$ cat src/rtl/cpu_pkg.sv
// Shared definitions for the 8-bit pipelined core: widths, the non-writable
// register, ALU operation encodings and the per-stage control bundle.
package cpu_pkg;

  localparam int REG_W  = 5;
  localparam int DATA_W = 8;

  localparam logic [4:0] ZERO_REG = 5'd31;

  localparam logic [2:0] ALU_ADD = 3'd0;
  localparam logic [2:0] ALU_SUB = 3'd1;
  localparam logic [2:0] ALU_AND = 3'd2;
  localparam logic [2:0] ALU_OR  = 3'd3;
  localparam logic [2:0] ALU_XOR = 3'd4;
  localparam logic [2:0] ALU_SLT = 3'd5;
  localparam logic [2:0] ALU_SLL = 3'd6;
  localparam logic [2:0] ALU_SRL = 3'd7;

  // Control bits that travel with an instruction through ID/EX, EX/MEM and MEM/WB.
  typedef struct packed {
    logic       reg_write;
    logic       mem_read;
    logic       mem_write;
    logic       mem_to_reg;
    logic       alu_src;
    logic [2:0] alu_op;
  } ctrl_t;

endpackage

$ cat src/rtl/load_use_detect.sv
// Load-use hazard equation: the load in EX targets a register the ID instruction reads.
// Purely combinational; a load into the non-writable register never stalls.
module load_use_detect #(
  parameter int REG_W = 5
) (
  input  logic             ex_valid,
  input  logic             ex_mem_read,
  input  logic [REG_W-1:0] ex_rt,
  input  logic [REG_W-1:0] id_rs,
  input  logic [REG_W-1:0] id_rt,
  input  logic             id_uses_rt,
  input  logic             id_valid,
  output logic             hazard
);
  import cpu_pkg::*;

  logic rt_is_zero;
  logic src_match;

  assign rt_is_zero = (ex_rt == REG_W'(ZERO_REG));
  assign src_match  = (ex_rt == id_rs) | (id_uses_rt & (ex_rt == id_rt));
  assign hazard     = ex_valid & ex_mem_read & ~rt_is_zero & src_match & id_valid;

endmodule

$ cat src/rtl/id_ex_stage.sv
// ID/EX pipeline register with load-use stall, branch flush and memory-hold freeze.
// One cycle ID->EX latency; hold freezes everything, flush/load-use insert a counted bubble.
module id_ex_stage #(
  parameter int DATA_W = 8,
  parameter int REG_W  = 5
) (
  input  logic              clk,
  input  logic              rst,
  input  logic [REG_W-1:0]  ID_rs,
  input  logic [REG_W-1:0]  ID_rt,
  input  logic [REG_W-1:0]  ID_rd,
  input  logic              ID_uses_rt,
  input  logic [DATA_W-1:0] ID_data1,
  input  logic [DATA_W-1:0] ID_data2,
  input  logic [DATA_W-1:0] ID_imm,
  input  logic              ID_RegWrite,
  input  logic              ID_MemRead,
  input  logic              ID_MemWrite,
  input  logic              ID_MemToReg,
  input  logic              ID_ALUSrc,
  input  logic [2:0]        ID_ALUOp,
  input  logic              ID_valid,
  input  logic              flush,
  input  logic              hold,
  output logic [REG_W-1:0]  EX_rs,
  output logic [REG_W-1:0]  EX_rt,
  output logic [REG_W-1:0]  EX_rd,
  output logic [DATA_W-1:0] EX_data1,
  output logic [DATA_W-1:0] EX_data2,
  output logic [DATA_W-1:0] EX_imm,
  output logic              EX_RegWrite,
  output logic              EX_MemRead,
  output logic              EX_MemWrite,
  output logic              EX_MemToReg,
  output logic              EX_ALUSrc,
  output logic [2:0]        EX_ALUOp,
  output logic              EX_valid,
  output logic              PC_write,
  output logic              IFID_write,
  output logic              load_use,
  output logic [7:0]        bubble_count
);
  import cpu_pkg::*;

  ctrl_t id_ctrl;
  ctrl_t ex_ctrl;
  logic  insert_bubble;

  assign id_ctrl = '{reg_write:  ID_RegWrite,
                     mem_read:   ID_MemRead,
                     mem_write:  ID_MemWrite,
                     mem_to_reg: ID_MemToReg,
                     alu_src:    ID_ALUSrc,
                     alu_op:     ID_ALUOp};

  assign EX_RegWrite = ex_ctrl.reg_write;
  assign EX_MemRead  = ex_ctrl.mem_read;
  assign EX_MemWrite = ex_ctrl.mem_write;
  assign EX_MemToReg = ex_ctrl.mem_to_reg;
  assign EX_ALUSrc   = ex_ctrl.alu_src;
  assign EX_ALUOp    = ex_ctrl.alu_op;

  load_use_detect #(.REG_W(REG_W)) u_load_use_detect (
    .ex_valid    (EX_valid),
    .ex_mem_read (EX_MemRead),
    .ex_rt       (EX_rt),
    .id_rs       (ID_rs),
    .id_rt       (ID_rt),
    .id_uses_rt  (ID_uses_rt),
    .id_valid    (ID_valid),
    .hazard      (load_use)
  );

  // Flush outranks the hazard: the stalled instruction is being squashed anyway.
  always_comb begin
    PC_write   = 1'b1;
    IFID_write = 1'b1;
    if (hold) begin
      PC_write   = 1'b0;
      IFID_write = 1'b0;
    end else if (!flush && load_use) begin
      PC_write   = 1'b0;
      IFID_write = 1'b0;
    end
  end

  assign insert_bubble = flush | load_use;

  always_ff @(posedge clk) begin
    if (rst) begin
      EX_rs        <= '0;
      EX_rt        <= '0;
      EX_rd        <= '0;
      EX_data1     <= '0;
      EX_data2     <= '0;
      EX_imm       <= '0;
      ex_ctrl      <= '0;
      EX_valid     <= 1'b0;
      bubble_count <= 8'd0;
    end else if (!hold) begin
      if (insert_bubble || !ID_valid) begin
        EX_rs    <= '0;
        EX_rt    <= '0;
        EX_rd    <= '0;
        EX_data1 <= '0;
        EX_data2 <= '0;
        EX_imm   <= '0;
        ex_ctrl  <= '0;
        EX_valid <= 1'b0;
      end else begin
        EX_rs    <= ID_rs;
        EX_rt    <= ID_rt;
        EX_rd    <= ID_rd;
        EX_data1 <= ID_data1;
        EX_data2 <= ID_data2;
        EX_imm   <= ID_imm;
        ex_ctrl  <= id_ctrl;
        EX_valid <= 1'b1;
      end
      // Empty-ID bubbles are not hazard bubbles and are not counted.
      if (insert_bubble && bubble_count != 8'hFF) begin
        bubble_count <= bubble_count + 8'd1;
      end
    end
  end

endmodule

$ cat config.mk
export PLATFORM = sky130hd
export DESIGN_NAME = id_ex_stage
export DESIGN_NICKNAME = d
export VERILOG_FILES = /design/src/rtl/cpu_pkg.sv /design/src/rtl/load_use_detect.sv /design/src/rtl/id_ex_stage.sv
export SDC_FILE = /design/constraint.sdc
export NUM_CORES = 1
export LEC_CHECK = 0
export CAP_MARGIN = 20
export CORE_MARGIN = 5
export CORE_UTILIZATION = 42
export DETAILED_ROUTE_END_ITERATION = 12
export GPL_TIMING_DRIVEN = 1
export PLACE_DENSITY = 0.87
export SKIP_CTS_REPAIR_TIMING = 1
export SLEW_MARGIN = 5
export SYNTH_ARGS = -nofsm -noshare
export SYNTH_HDL_FRONTEND = slang
export SYNTH_HIERARCHICAL = 1
export SYNTH_SLANG_ARGS = --single-unit
$ cat constraint.sdc
create_clock -name clk -period 6.5 [get_ports clk]
set_clock_uncertainty 0.1 [all_clocks]
set_input_delay 0.65 -clock clk [delete_from_list [all_inputs] [get_ports clk]]
set_output_delay 0.65 -clock clk [all_outputs]
set_load 0.01 [all_outputs]
==> impl_metrics.yaml <==
synth:
  syn-num-nets: 281
  yosysTopAreaCellShare_pct: 52.3
  synth-seq-cells: 56
  syn_area_per_cell_um2: 9.45
  syn_inst: 227
  synth_area_um2: 2140
  synth_cell_types: 31
  yosys.area.top_type: "dfxtp_1"
  yosysSeqAreaShare_pct: 52.3
  ys_top_cells_by_area: "dfxtp_1 (52%), a22oi_1 (16%), nor2_1 (9.5%)"
  synth_warnings: 6
placed_design:
  dp_hpwl_mm: 4.19
  port_buffers: 111
  place_congestion: 0.758
  dp_cells: 391
  postPlaceCellArea_um2: 3270
power:
  p_switching_w: 0.000147
  powerDensity_nw_per_um2: 202
  switching_share_pct: 21.4
  p_int_w: 0.000540
  ir_drop_v: 0.000115
  seqPwrFrac_pct: 51.9
  power_leakage_nw: 1.22
  p_comb_share_pct: 12.9
  power.share.clock_pct: 35.2
drt:
  wl_per_cell_um: 14.5
  drc: 0
  postRouteWirelength_mm: 5.79
  vias: 2037
  via_per_inst: 5.11
  drtAntennaViolNets: 0
  drt_iter0_drc: 141
  drt_pass1_iterations: 4
clocking:
  worstSkewPairLatency_ns: 0.30
  cts_sinks: 56
  cts_max_level: 2
  clk_transition_reported_paths_ns: 0.09
  root_buffer: "clkbuf_8"
  cts_tree: "done"
  clk_path_buf_depth: 2
  numCtsBuffers: 5
worst_setup_path:
  r2r_cells: 8
  cpPeakStageDelay_ns: 0.56
  path_class: "primary input to primary output"
  cp_top_family: "buffers and inverters"
  crit_buf_inv: 2
  r2r_end: "bubble_count[7]$_SDFFE_PP0P_"
  worst_r2r_startpoint: "EX_rt[1]$_SDFFE_PP0N_"
  start_kind: "primary input"
  cp_slowest_cell: "clkdlybuf4s50_1"
  cp.required_ns: 5.75
  critPathMaxFanout: 4
  path_cells: "clkdlybuf4s50_1, xor2_1, nor4_1, nand3_1, a21oi_1, a21oi_1, clkdlybuf4s50_1"
  endpoint_kind: "primary output"
  crit_start: "ID_rt[1]"
  cp_num_cells: 7
  arrival_ns: 2.87
  r2r_slack_ns: 3.86
grt:
  gr-usage-met1_pct: 18.2
  grt_usage_pct: 17.4
  grt_pass1_vias: 1974
  grt_antenna_before_repair: 0
  grt_max_degree: 59
  use_met2_pct: 32.2
  grt-ovfl-total: 0
  use_met3_pct: 5.92
  top_usage_layer: "met2"
  grt_pass1_wl_mm: 9.05
finish:
  fin_cells: 399
  layout-drive-gt1-share_pct: 4.86
  n_antenna_cell: 0
  final_cell_mix: "clkdlybuf4s50_1 (109), dfxtp_1 (56), nor2_1 (54), a22oi_1 (47), xor2_1 (8)"
  final_area_um2: 3390
  final_net_count: 382
  final_common_cell: "clkdlybuf4s50_1"
  utilization_pct: 67.3
  area_delta_synth_final_pct: 58.2
timing:
  finalSetupTns_ns: 0
  slew_headroom_pct: 33.0
  rsz0062_at_grt: "no"
  worst_pin_slew_ns: 1.01
  fin_crit_sh_pct: 55.7
  hold_viol: 0
  whs_ns: 0.415
  finalCriticalPeriod_ns: 3.62
  fmax_mhz: 276
  slew_viol_final: 0
  setup_violations: 0
min_path:
  min_from: "EX_data2[2]$_SDFFE_PP0N_"
  worstHoldPathCells: 2
  hp-class: "flop to flop"
  min_to: "EX_data2[2]$_SDFFE_PP0N_"
run_status:
  status: "finished, final reports clean"
floorplan:
  rows: 26
  fp.dieArea_um2: 6630
  die_y_um: 81.5
  start_util_pct: 42.5
  num_io_pins: 112
  die_w_um: 81.5
  core_area_um2: 5040
run:
  drv_cap: 0
cells in the mapped netlist, drive strengths merged:
| cell | number |
|---|---|
| a22oi | 47 |
| a21oi | 6 |
| inv | 3 |
| mux2 | 1 |
| clkbuf | 10 |
| ha | 1 |
| o21ai | 3 |
| o31ai | 1 |
| nor2b | 1 |
| dfxtp | 56 |
| nand2b | 1 |
| nand3 | 7 |
| or3 | 2 |
| o2111ai | 1 |
| nand4 | 1 |
| mux2i | 1 |
| buf | 8 |
| o21bai | 2 |
| or4 | 2 |
| nor4 | 1 |
| xnor2 | 4 |
| nor3 | 1 |
| a2111oi | 1 |
| and3 | 1 |
| nor2 | 54 |
| xor2 | 8 |
| nor4b | 1 |
| nand2 | 2 |
routing by layer:
| metal | up-vias | routed length (µm) |
|---|---|---|
| met5 | - | 0 |
| met4 | 0 | 69 |
| met3 | 5 | 556 |
| met2 | 65 | 2990 |
| met1 | 962 | 2180 |
| li1 | 1005 | - |
per-stage QoR:
stage | power, W | setup slack (ns)
after floorplan | 0.000399 | 3.71
after global placement | 0.000452 | 2.85
after detailed placement | 0.000454 | 2.87
after CTS | 0.000697 | 2.84
after global routing | 0.000716 | 2.69
final | 0.000687 | 2.88
cell type report:
cell class,count,area [µm²]
tap,70,87.6
clock inverter,1,30.0
multi-input combinational,150,938
timing repair buffer,112,1110
inverter,3,11.3
sequential,56,1120
clock buffer,7,96.3
fill,442,1650
worst min-delay path, delay by kind of cell, from the launching register on:
kind	cells	cell delay, ns
AO/OA/AOI/OAI	1	0.08
flip-flops	1	0.33
AND/OR/NAND/NOR	1	0.07
cell families (layout without fill, tap and decap cells):
kind of cell    after synthesis  count (layout)  synth area share [%]
flops                        56              56                  52.3
simple gates                 74              74                  15.4
buf+inv                      21             123                  4.38
fa+ha+maj                     1               1                 0.583
xor+xnor                     12              12                  4.90
mux                           2               2                 0.992
compound gates               61              61                  21.5
power groups by stage:
stage,clock network [W],registers (W),logic (W)
5_1_grt,0.000263,0.000358,0.0000958
2_1_floorplan,0,0.000368,0.0000309
3_5_place_dp,0,0.000364,0.0000897
6_report,0.000242,0.000356,0.0000889
3_3_place_gp,0,0.000364,0.0000882
4_1_cts,0.000250,0.000356,0.0000901
worst max path at each step:
| stage | end | slack (ns) |
|---|---|---|
| 2_1_floorplan | PC_write | 3.71 |
| 3_3_place_gp | IFID_write | 2.85 |
| 3_5_place_dp | IFID_write | 2.87 |
| 4_1_cts | IFID_write | 2.84 |
| 5_1_grt | IFID_write | 2.69 |
| 6_report | IFID_write | 2.88 |
registers in the layout, summed over array words and instances, names as in the netlist:
register      count
EX_ALUSrc         1
EX_MemRead        1
EX_rt             5
EX_valid          1
EX_RegWrite       1
EX_data1          8
EX_MemToReg       1
EX_MemWrite       1
EX_rs             5
EX_ALUOp          3
EX_rd             5
bubble_count      8
EX_imm            8
EX_data2          8
Note: power is estimated with default switching activity, not from simulation.
